$ cat config.mk
export PLATFORM = sky130hd
export DESIGN_NAME = sdio_slotmux
export DESIGN_NICKNAME = d
export VERILOG_FILES = /design/src/rtl/sdio_slotmux.sv
export SDC_FILE = /design/constraint.sdc
export NUM_CORES = 1
export LEC_CHECK = 0
export ABC_AREA = 1
export CAP_MARGIN = 20
export CORE_ASPECT_RATIO = 1.1
export CORE_MARGIN = 4
export CORE_UTILIZATION = 42
export CTS_CLUSTER_DIAMETER = 60
export DETAILED_ROUTE_END_ITERATION = 8
export PLACE_DENSITY = 0.88
export RECOVER_POWER = 25
export SYNTH_ARGS = -nofsm -noshare
export SYNTH_HDL_FRONTEND = slang
export SYNTH_SLANG_ARGS = --single-unit
export TNS_END_PERCENT = 10
$ cat constraint.sdc
create_clock -name i_clk -period 4.43 [get_ports i_clk]
set_clock_uncertainty 0.05 [all_clocks]
set_input_delay 0.886 -clock i_clk [delete_from_list [all_inputs] [get_ports i_clk]]
set_output_delay 0.886 -clock i_clk [all_outputs]
set_load 0.03 [all_outputs]
$ cat src/rtl/sdio_slotmux.sv
// Multi-slot SDIO front-end mux: routes one controller to the active card slot,
// switches slots only after a quiet bus period, and debounces card-detect inputs.
module sdio_slotmux #(
  parameter  int NSLOT       = 2,
  parameter  int IDLE_CYCLES = 8,
  parameter  int DEBOUNCE    = 65536,
  localparam int LGS         = (NSLOT > 2) ? $clog2(NSLOT) : 1
) (
  input  logic                  i_clk,
  input  logic                  i_reset_n,
  input  logic                  i_sel_stb,
  input  logic [LGS-1:0]        i_sel,
  output logic                  o_sel_busy,
  output logic [LGS-1:0]        o_active,
  input  logic [7:0]            i_sdclk,
  input  logic                  i_cmd_en,
  input  logic [1:0]            i_cmd_data,
  input  logic                  i_data_en,
  input  logic [31:0]           i_tx_data,
  output logic [8*NSLOT-1:0]    o_sdclk,
  output logic [NSLOT-1:0]      o_cmd_en,
  output logic [2*NSLOT-1:0]    o_cmd_data,
  output logic [NSLOT-1:0]      o_data_en,
  output logic [32*NSLOT-1:0]   o_tx_data,
  input  logic [2*NSLOT-1:0]    i_rx_strb,
  input  logic [16*NSLOT-1:0]   i_rx_data,
  input  logic [NSLOT-1:0]      i_card_busy,
  output logic [1:0]            o_rx_strb,
  output logic [15:0]           o_rx_data,
  output logic                  o_card_busy,
  input  logic [NSLOT-1:0]      i_card_detect,
  output logic [NSLOT-1:0]      o_card_present,
  output logic                  o_int
);
  localparam int DBW = $clog2(DEBOUNCE + 1);

  typedef enum logic [1:0] {ST_IDLE, ST_WAIT_QUIET, ST_SWITCH} state_t;

  state_t          r_state, w_next;
  logic [LGS-1:0]  r_active, r_pending;
  logic [7:0]      r_quiet_cnt;
  logic            w_req_ok, w_quiet, w_quiet_done, w_switch;
  logic [31:0]     w_act_idx;

  logic [NSLOT-1:0] r_sync1, r_sync2, r_present, r_present_q;
  logic [DBW-1:0]   r_db_cnt [NSLOT];
  logic             r_int;

  assign w_req_ok     = i_sel_stb && (32'(i_sel) < 32'(NSLOT)) && (i_sel != r_active);
  assign w_quiet      = !i_cmd_en && !i_data_en && !i_card_busy[r_active];
  assign w_quiet_done = w_quiet && (r_quiet_cnt == 8'(IDLE_CYCLES - 1));
  assign w_act_idx    = 32'(r_active);

  always_ff @(posedge i_clk) begin
    if (!i_reset_n) r_state <= ST_IDLE;
    else            r_state <= w_next;
  end

  always_comb begin
    w_next = r_state;
    unique case (r_state)
      ST_IDLE:       if (w_req_ok) w_next = ST_WAIT_QUIET;
      ST_WAIT_QUIET: if (w_quiet_done) w_next = ST_SWITCH;
      ST_SWITCH:     w_next = ST_IDLE;
      default:       w_next = ST_IDLE;
    endcase
  end

  always_comb begin
    o_sel_busy = (r_state != ST_IDLE);
    w_switch   = (r_state == ST_SWITCH);
  end

  always_ff @(posedge i_clk) begin
    if (!i_reset_n) begin
      r_active    <= '0;
      r_pending   <= '0;
      r_quiet_cnt <= '0;
    end else begin
      unique case (r_state)
        ST_IDLE: begin
          r_quiet_cnt <= '0;
          if (w_req_ok) r_pending <= i_sel;
        end
        ST_WAIT_QUIET: r_quiet_cnt <= w_quiet ? r_quiet_cnt + 8'd1 : '0;
        ST_SWITCH: begin
          r_active    <= r_pending;
          r_quiet_cnt <= '0;
        end
        default: r_quiet_cnt <= '0;
      endcase
    end
  end

  // The SWITCH cycle parks every slot, including the outgoing one, in its idle pattern.
  always_comb begin
    o_sdclk    = '0;
    o_cmd_en   = '0;
    o_cmd_data = '1;
    o_data_en  = '0;
    o_tx_data  = '1;
    for (int unsigned k = 0; k < NSLOT; k++) begin
      if (!w_switch && r_active == LGS'(k)) begin
        o_sdclk[8*k +: 8]     = i_sdclk;
        o_cmd_en[k]           = i_cmd_en;
        o_cmd_data[2*k +: 2]  = i_cmd_data;
        o_data_en[k]          = i_data_en;
        o_tx_data[32*k +: 32] = i_tx_data;
      end
    end
    o_rx_strb   = '0;
    o_rx_data   = '0;
    o_card_busy = 1'b0;
    if (!w_switch) begin
      o_rx_strb   = i_rx_strb[2*w_act_idx +: 2];
      o_rx_data   = i_rx_data[16*w_act_idx +: 16];
      o_card_busy = i_card_busy[r_active];
    end
  end

  always_ff @(posedge i_clk) begin
    if (!i_reset_n) begin
      r_sync1     <= '0;
      r_sync2     <= '0;
      r_present   <= '0;
      r_present_q <= '0;
      r_int       <= 1'b0;
      for (int unsigned k = 0; k < NSLOT; k++) r_db_cnt[k] <= '0;
    end else begin
      r_sync1     <= i_card_detect;
      r_sync2     <= r_sync1;
      r_present_q <= r_present;
      r_int       <= |(r_present ^ r_present_q);
      for (int unsigned k = 0; k < NSLOT; k++) begin
        if (r_sync2[k] != r_present[k]) begin
          if (r_db_cnt[k] == DBW'(DEBOUNCE - 1)) begin
            r_present[k] <= r_sync2[k];
            r_db_cnt[k]  <= '0;
          end else begin
            r_db_cnt[k] <= r_db_cnt[k] + 1'b1;
          end
        end else begin
          r_db_cnt[k] <= '0;
        end
      end
    end
  end

  assign o_active       = r_active;
  assign o_card_present = r_present;
  assign o_int          = r_int;

endmodule

==> impl_metrics.py, run 1 <==
metrics = {
    "route": {
        "via_per_inst": 4.63,
        "post_drt_wl_per_cell_um": 14.4,
        "first_pass_iters": 5,
        "antenna_left": 0,
        "dr.first_iter.drc_count": 165,
        "vias": 3914,
        "drc": 0,
        "wl_um": 12200,
    },
    "finish": {
        "final_cell_mix": "196 x clkdlybuf4s50_1, 146 x nand2_1, 98 x inv_1, 90 x nor2_1",
        "area_growth_syn_to_layout_pct": 63.7,
        "layout_commonest_cell": "clkdlybuf4s50_1",
        "diodes": 0,
        "final_core_util_pct": 71.6,
        "drive_above_1_share_pct": 2.57,
        "nets": 830,
    },
    "synthesis": {
        "yosys_most_used_dff": "edfxtp_1",
        "synth_seq_area_share_pct": 41.0,
        "netlist_area_um2": 3520,
        "ys_ff_latch": 55,
        "synth.distinct_cells": 34,
        "synth_largest_area_cell": "edfxtp_1",
        "ys_async_sr_fraction_pct": 0,
        "yosys-top-cells-area": "edfxtp_1 29%, nand2_1 16%, dfxtp_1 12%",
        "synth_cells": 510,
        "synth-warning-count": 0,
        "synth_edf_count": 34,
        "syn_avg_cell_area_um2": 6.90,
        "synth_top_cell_area_share_pct": 29.0,
    },
    "timing": {
        "period_share_pct": 82.7,
        "rsz0062_at_grt": "false",
        "clock.fmax_ghz": 0.273,
        "relSlewSlack_pct": 46.4,
        "drv_slew": 0,
        "setup_violations": 0,
        "tns_ns": 0,
        "tightest_slew_ns": 0.803,
        "hold_viol": 0,
        "fin_crit_ns": 3.66,
    },
    "placement": {
        "port_buffers": 199,
        "gp_congestion": 0.861,
        "dpl.hpwl_um": 10100,
    },
    "clock_network": {
        "cts_buffers": 5,
        "cts.htree.levels": 2,
        "cts.sinks": 55,
        "clk_pin_slew_ns": 0.10,
        "cts_setup_buffers": 0,
        "postCtsHoldBufs": 0,
        "worstSkewPairLatency_ns": 0.31,
        "cts-root-buf": "clkbuf_8",
        "cts_tree": "yes",
        "cts_buffer_depth": 2,
        "cts_resized": 0,
    },
    "worst_setup_path": {
        "cp.required_ns": 3.49,
        "worstSetupPathType": "register to output port",
        "arrival_ns": 2.73,
        "worstPathMaxFanout": 52,
        "critPathLaunch": "r_state[0]$_SDFFE_PN0P_",
        "end_kind": "output port",
        "ff2ff_path_depth": 11,
        "reg2reg_from": "r_db_cnt[1][0]$_SDFFCE_PP0P_",
        "r2r_slack_ns": 1.89,
        "r2r_end": "r_db_cnt[1][10]$_SDFFCE_PP0P_",
        "cp-start-kind": "register",
    },
    "hold_path": {
        "min-delay-start": "r_sync1[1]$_SDFF_PN0_",
        "min_path_cells": 2,
        "hp-class": "register to register",
        "whs_endpoint": "r_sync2[1]$_SDFF_PN0_",
    },
    "pwr": {
        "max-vdd-ir-drop_mv": 0.242,
        "power_per_cell_area_nw_per_um2": 198,
        "leakage_nw": 2.58,
    },
    "run_status": {
        "status": "completed",
    },
    "floorplan": {
        "start_util_pct": 43.8,
        "die_w_um": 95.3,
        "rows": 34,
        "die_area_um2": 9910,
        "ioPinCount": 200,
        "die_height_um": 104,
        "core_um2": 8040,
    },
    "global_routing": {
        "grt_max_degree": 53,
        "grt_pass1_wl_um": 18200,
        "grt_pass1_vias": 3747,
        "grt-ovfl-total": 0,
        "antenna_found_initial": 0,
        "grt_util_all_layers_pct": 23.5,
    },
    "job": {
        "cap_viol_max_count": 0,
    },
}
-- registers in the layout (all words and copies together), names as in the netlist --
signal,flops
r_sync1,2
o_active,1
o_card_present,2
r_sync2,2
o_int,1
r_state,2
r_present_q,2
r_db_cnt,34
r_quiet_cnt,8
r_pending,1
-- area by class of cell --
| class | instances | area [um2] |
|---|---|---|
| clock buffer | 5 | 68.8 |
| clock inverter | 3 | 22.5 |
| fill | 608 | 2280 |
| inverter | 101 | 380 |
| multi-input combinational | 374 | 1710 |
| sequential | 55 | 1440 |
| tap | 108 | 135 |
| timing repair buffer | 200 | 2000 |
-- kinds of logic (layout without fill, tap and decap cells) --
group | Yosys count | after routing | share of synthesized area [%]
adders and majority gates | 5 | 5 | 1.78
buffers and inverters | 114 | 309 | 12.6
DFF | 55 | 55 | 41.0
AOI/OAI and AO/OA | 57 | 57 | 10.7
and+or+nand+nor | 272 | 272 | 32.3
other | 1 | 34 | 0.107
xor gates and xnor gates | 6 | 6 | 1.49
-- synth_stat cells, types with 3 or more instances --
library cell  number
o21bai_1           3
a22o_1            18
xnor2_1            5
dfxtp_1           21
inv_2              4
nor3_1             4
edfxtp_1          34
ha_1               5
o21ai_0           10
a21oi_1           16
inv_1             96
nand2_1          146
o21ai_1            3
buf_2             11
nand3_1           15
nor2_1            89
nand4_1            6
-- how the worst max path moves through the flow --
stage                                to  slack [ns]  cells after the start
after detailed placement  o_rx_data[13]        1.11                      6
after global routing       o_rx_strb[0]        0.59                      6
after CTS                 o_rx_data[13]        0.76                      6
after floorplan             o_card_busy        1.83                      2
final                     o_rx_data[11]        0.77                      6
after global placement     o_rx_strb[0]        1.15                      6
-- worst max-delay path, cell delays in order (launching register included) --
cell	delay, ns
dfxtp_1	0.33
inv_1	0.05
nand2_1	0.10
nand2_1	0.24
inv_2	0.67
a22o_1	0.24
clkdlybuf4s50_1	0.77
-- metal layers --
layer / GRT usage [%] / vias up / routed length [um]
met5: 0 / - / 0
met3: 8.54 / 20 / 1350
met1: 23.6 / 1766 / 4330
li1: - / 1998 / -
met4: 7.01 / 0 / 310
met2: 43.8 / 130 / 6220
-- through the flow --
step	area [um2]	cells	power [mW]	setup WS, ns	hold slack (ns)
after global routing	5760	846	1.19	0.594	0.409
after CTS	5810	846	1.15	0.760	0.383
final	5760	846	1.14	0.766	0.376
after global placement	5710	838	0.861	1.15	0.346
after detailed placement	5710	838	0.866	1.11	0.361
after floorplan	3640	543	0.708	1.83	0.340
-- power by group --
group	total [mW]	switching, mW	internal (mW)
Combinational	0.283	0.140	0.142
Sequential	0.571	0.0125	0.559
Clock	0.284	0.169	0.115
Total	1.14	0.321	0.816
Power figures use the tool's default switching activity.
==> run 2, diff against run 1 <==
--- a/config.mk
+++ b/config.mk
@@ -9,10 +9,10 @@
 export CAP_MARGIN = 20
 export CORE_ASPECT_RATIO = 1.1
 export CORE_MARGIN = 4
-export CORE_UTILIZATION = 42
+export CORE_UTILIZATION = 39
 export CTS_CLUSTER_DIAMETER = 60
 export DETAILED_ROUTE_END_ITERATION = 8
-export PLACE_DENSITY = 0.88
+export PLACE_DENSITY = 0.83
 export RECOVER_POWER = 25
 export SYNTH_ARGS = -nofsm -noshare
 export SYNTH_HDL_FRONTEND = slang
==> constraint.sdc (replaced) <==
create_clock -name i_clk -period 3.8 [get_ports i_clk]
set_clock_uncertainty 0.05 [all_clocks]
set_input_delay 0.76 -clock i_clk [delete_from_list [all_inputs] [get_ports i_clk]]
set_output_delay 0.76 -clock i_clk [all_outputs]
set_load 0.03 [all_outputs]
==> run 2 against run 1 <==
Against the previous run: routed wire length is 1.9% higher; total power up 23%; sequential power rose by 17%; register-to-register slack lost 0.64 ns; combinational power up 17%; global-route usage is 1.1 points lower; non-clock buffer count increased by 2; sequential cell count stayed put.
==> impl_metrics.py, run 2 (same netlist as run 1, synthesis figures left out) <==
metrics = {
    "run_status": {
        "status": "completed",
    },
    "global_routing": {
        "antenna_found_initial": 0,
        "grt_pass1_vias": 3674,
        "grt_util_all_layers_pct": 22.4,
        "grt_pass1_wl_um": 18700,
        "grt-ovfl-total": 0,
        "grt_max_degree": 31,
    },
    "worst_setup_path": {
        "cp_slowest_cell": "clkdlybuf4s50_1",
        "cp-start-kind": "register",
        "crit_chain": "inv_1 > nand2_1 > nand2_1 > inv_2 > buf_4 > nand2_1 > clkdlybuf4s50_1",
        "cp_common_cell": "nand2_1",
        "cp.required_ns": 2.99,
        "worstSetupPathType": "register to output port",
        "end_kind": "output port",
        "crit_buf_inv": 4,
        "path_delay_family": "buffers and inverters",
        "worstPathMaxFanout": 30,
        "max_stage_delay_ns": 0.61,
        "arrival_ns": 2.58,
    },
    "route": {
        "dr.first_iter.drc_count": 192,
        "via_per_inst": 4.67,
        "wl_um": 12400,
        "antenna_left": 0,
        "vias": 3984,
        "drc": 0,
        "first_pass_iters": 4,
        "post_drt_wl_per_cell_um": 14.6,
    },
    "floorplan": {
        "core_um2": 8830,
        "die_height_um": 108,
        "rows": 36,
        "start_util_pct": 39.9,
        "die_w_um": 98.6,
        "ioPinCount": 200,
        "die_area_um2": 10600,
    },
    "timing": {
        "hold_viol": 0,
        "fin_crit_ns": 3.39,
        "relSlewSlack_pct": 59.4,
        "rsz0062_at_grt": "false",
        "setup_violations": 0,
        "period_share_pct": 89.3,
        "tightest_slew_ns": 0.609,
        "drv_slew": 0,
        "clock.fmax_ghz": 0.295,
        "setup_ws_ns": 0.408,
        "tns_ns": 0,
    },
    "finish": {
        "largest_register_ffs": 34,
        "nets": 832,
        "layout_commonest_cell": "clkdlybuf4s50_1",
        "top_register": "r_db_cnt",
        "diodes": 0,
        "top_regs": "r_db_cnt x34, r_quiet_cnt x8",
        "final_cell_mix": "195 x clkdlybuf4s50_1, 146 x nand2_1, 97 x inv_1, 90 x nor2_1",
        "nFillCells": 755,
        "drive_above_1_share_pct": 2.84,
        "final_core_util_pct": 65.8,
        "area_growth_syn_to_layout_pct": 65.1,
    },
    "placement": {
        "pre_cts_ws_ns": 0.731,
        "dpl.hpwl_um": 10300,
        "gp_congestion": 0.962,
        "port_buffers": 199,
    },
    "hold_path": {
        "hp-class": "register to register",
    },
    "clock_network": {
        "cts_tree": "yes",
        "cts-root-buf": "clkbuf_8",
        "cts.htree.levels": 2,
        "cts_setup_buffers": 0,
        "postCtsHoldBufs": 0,
        "cts_buffers": 5,
        "cts_resized": 0,
        "clk_pin_slew_ns": 0.10,
        "worstSkewPairLatency_ns": 0.30,
        "cts_buffer_depth": 2,
        "cts.sinks": 55,
    },
    "job": {
        "cap_viol_max_count": 0,
    },
    "pwr": {
        "max-vdd-ir-drop_mv": 0.194,
        "power_per_cell_area_nw_per_um2": 241,
        "power_mw": 1.40,
        "leakage_nw": 2.60,
    },
}
-- run 2: stage by stage --
stage          hold WS (ns)  instances  instance area, um2
2_1_floorplan         0.340        543                3640
3_3_place_gp          0.345        846                5740
3_5_place_dp          0.354        846                5740
4_1_cts               0.377        854                5860
5_1_grt               0.388        854                5810
6_report              0.373        854                5810
-- run 2: path summary, 6_finish.rpt --
path | from | endpoint | slack, ns | cells after the start
worst min-delay path | r_sync1[1]$_SDFF_PN0_ | r_sync2[1]$_SDFF_PN0_ | 0.37 | 2
worst max register to register | r_db_cnt[1][0]$_SDFFCE_PP0P_ | r_db_cnt[1][10]$_SDFFCE_PP0P_ | 1.25 | 11
worst min register to register | r_sync1[1]$_SDFF_PN0_ | r_sync2[1]$_SDFF_PN0_ | 0.37 | 2
worst max-delay path | r_state[0]$_SDFFE_PN0P_ | o_tx_data[0] | 0.41 | 7
-- run 2: cell type report --
class | count | area (um2) | area share (%)
repair buffers | 202 | 2010 | 34.6
flip-flops and latches | 55 | 1440 | 24.8
inverters | 101 | 380 | 6.55
clock inverters | 2 | 38.8 | 0.668
clock buffers | 6 | 82.6 | 1.42
multi-input cells | 374 | 1710 | 29.5
well taps | 114 | 143 | 2.46
-- run 2: tightest hold or removal path, cell delays in order (launching register included) --
cell and delay [ns]:
dfxtp_1 0.31, nand2_1 0.05, inv_1 0.03
-- run 2: routing by layer --
metal,vias to the layer above,track usage (%),part of all wire [%]
met5,-,0,0
met4,0,7.32,2.8
met3,21,6.74,8.2
met2,158,38.2,48
met1,1801,26.8,41
li1,2004,-,-
-- run 2: power breakdown --
group | leakage (nW) | internal (mW) | switching (mW) | total, mW
sequential | 0.521 | 0.651 | 0.0142 | 0.666
combinational | 2.01 | 0.166 | 0.164 | 0.330
clock | 0.0618 | 0.217 | 0.190 | 0.407
total | 2.60 | 1.03 | 0.368 | 1.40
==> run 3, diff against run 2 <==
--- a/config.mk
+++ b/config.mk
@@ -7,7 +7,7 @@
 export LEC_CHECK = 0
 export ABC_AREA = 1
 export CAP_MARGIN = 20
-export CORE_ASPECT_RATIO = 1.1
+export CORE_ASPECT_RATIO = 0.9
 export CORE_MARGIN = 4
 export CORE_UTILIZATION = 39
 export CTS_CLUSTER_DIAMETER = 60
==> run 3 against run 2 <==
Against the previous run: cell area shrank 0.47%; total power shrank 5.2%; sequential power is essentially flat; first-iteration DRC count grew 26%; non-clock buffer count shrank 1; critical endpoint is now o_rx_strb[0]; largest cell class unchanged; highest routed layer is now met5.
==> impl_metrics.py, run 3 (same netlist as run 1, synthesis figures left out) <==
metrics = {
    "clock_network": {
        "cts_buffer_depth": 2,
        "cts_buffers": 5,
        "postCtsHoldBufs": 0,
        "cts-root-buf": "clkbuf_8",
        "cts_setup_buffers": 0,
        "cts.htree.levels": 2,
        "worstSkewPairLatency_ns": 0.31,
        "cts_tree": "yes",
        "clk_pin_slew_ns": 0.10,
        "cts.sinks": 55,
        "cts_resized": 0,
    },
    "finish": {
        "area_growth_syn_to_layout_pct": 64.3,
        "top_register": "r_db_cnt",
        "layout_commonest_cell": "clkdlybuf4s50_1",
        "diodes": 0,
        "fin_area_um2": 5780,
        "largest_register_ffs": 34,
        "nets": 831,
        "drive_above_1_share_pct": 2.71,
        "fin_cells": 858,
        "nFillCells": 736,
        "final_core_util_pct": 66.5,
        "final_cell_mix": "194 x clkdlybuf4s50_1, 146 x nand2_1, 98 x inv_1, 90 x nor2_1",
        "top_regs": "r_db_cnt x34, r_quiet_cnt x8",
    },
    "global_routing": {
        "antenna_found_initial": 2,
        "grt_pass1_vias": 3648,
        "grt_max_degree": 40,
        "grt-ovfl-total": 0,
        "grt_util_all_layers_pct": 22.4,
        "grt_pass1_wl_um": 18700,
    },
    "route": {
        "vias": 3943,
        "antenna_left": 0,
        "via_per_inst": 4.60,
        "wl_um": 12600,
        "post_drt_wl_per_cell_um": 14.7,
        "drc": 0,
        "dr.first_iter.drc_count": 242,
        "first_pass_iters": 4,
    },
    "timing": {
        "clock.fmax_ghz": 0.290,
        "relSlewSlack_pct": 56.9,
        "tns_ns": 0,
        "fin_crit_ns": 3.44,
        "tightest_slew_ns": 0.646,
        "setup_violations": 0,
        "drv_slew": 0,
        "period_share_pct": 90.6,
        "rsz0062_at_grt": "false",
        "hold_viol": 0,
    },
    "placement": {
        "port_buffers": 199,
        "gp_congestion": 0.913,
        "dpl.hpwl_um": 10500,
        "dp.cells": 850,
        "dpl_cell_area_um2": 5740,
    },
    "floorplan": {
        "rows": 32,
        "start_util_pct": 40.5,
        "die_w_um": 108,
        "die_height_um": 98.1,
        "die_area_um2": 10600,
        "core_um2": 8690,
        "ioPinCount": 200,
    },
    "worst_setup_path": {
        "end_kind": "output port",
        "cp-start-kind": "register",
        "arrival_ns": 2.63,
        "crit_chain": "inv_1 > nand2_1 > nand2_1 > inv_2 > a22o_1 > clkdlybuf4s50_1",
        "crit_buf_inv": 3,
        "cp_common_cell": "nand2_1",
        "worstPathMaxFanout": 39,
        "cp.required_ns": 2.99,
        "max_stage_delay_ns": 0.71,
        "worstSetupPathType": "register to output port",
        "cp_slowest_cell": "clkdlybuf4s50_1",
        "path_delay_family": "buffers and inverters",
    },
    "job": {
        "cap_viol_max_count": 0,
    },
    "pwr": {
        "power_per_cell_area_nw_per_um2": 230,
        "leakage_nw": 2.59,
        "power_mw": 1.33,
        "max-vdd-ir-drop_mv": 0.209,
    },
    "run_status": {
        "status": "completed",
    },
    "hold_path": {
        "hp-class": "register to register",
    },
}
==> run 3: cell types whose count changed in the layout (fill, tap and decap cells not counted) <==
| cell | change |
|---|---|
| clkdlybuf4s50_1 | -1 |
| clkbuf_8 | -1 |
| bufinv_16 | -1 |
| clkinv_2 | +1 |
| inv_1 | +1 |
| inv_2 | -1 |
| clkbuf_1 | -1 |
| dlygate4sd3_1 | +1 |
| inv_6 | +1 |
==> run 3: final timing paths <==
check | cells after the start | from | endpoint | slack (ns)
hold / removal | 2 | r_sync1[1]$_SDFF_PN0_ | r_sync2[1]$_SDFF_PN0_ | 0.38
setup / recovery | 6 | r_state[0]$_SDFFE_PN0P_ | o_rx_strb[0] | 0.36
setup reg to reg | 11 | r_db_cnt[1][0]$_SDFFCE_PP0P_ | r_db_cnt[1][10]$_SDFFCE_PP0P_ | 1.23
hold reg to reg | 2 | r_sync1[1]$_SDFF_PN0_ | r_sync2[1]$_SDFF_PN0_ | 0.38
==> run 3: layer usage <==
metal  vias up  share of wire, %  global-route usage (%)
li1       1998                 -                       -
met1      1796                40                    26.5
met2       121                49                    39.4
met3        24               8.5                    6.08
met4         4               2.4                    6.89
met5         -              0.21                       0
==> run 3: metrics by stage <==
step,setup WS [ns],hold WS [ns]
detailed placement,0.707,0.356
global placement,0.689,0.346
finish,0.356,0.376
CTS,0.361,0.379
global route,0.163,0.404
floorplan,1.45,0.340
==> run 3: power breakdown <==
group	total, mW	internal, mW	switching, mW
sequential	0.666	0.651	0.0144
clock	0.334	0.134	0.200
combinational	0.330	0.166	0.164
total	1.33	0.952	0.378
==> run 3: layout make-up <==
class | instances | area (um2) | area share (%)
flip-flops and latches | 55 | 1440 | 24.9
inverters | 101 | 380 | 6.58
well taps | 119 | 149 | 2.58
clock buffers | 5 | 68.8 | 1.19
multi-input cells | 374 | 1710 | 29.6
repair buffers | 201 | 2010 | 34.7
clock inverters | 3 | 22.5 | 0.390
==> run 3: worst min-delay path, stage by stage, from the launching register on <==
cell and delay (ns):
dfxtp_1 0.31, nand2_1 0.05, inv_1 0.03
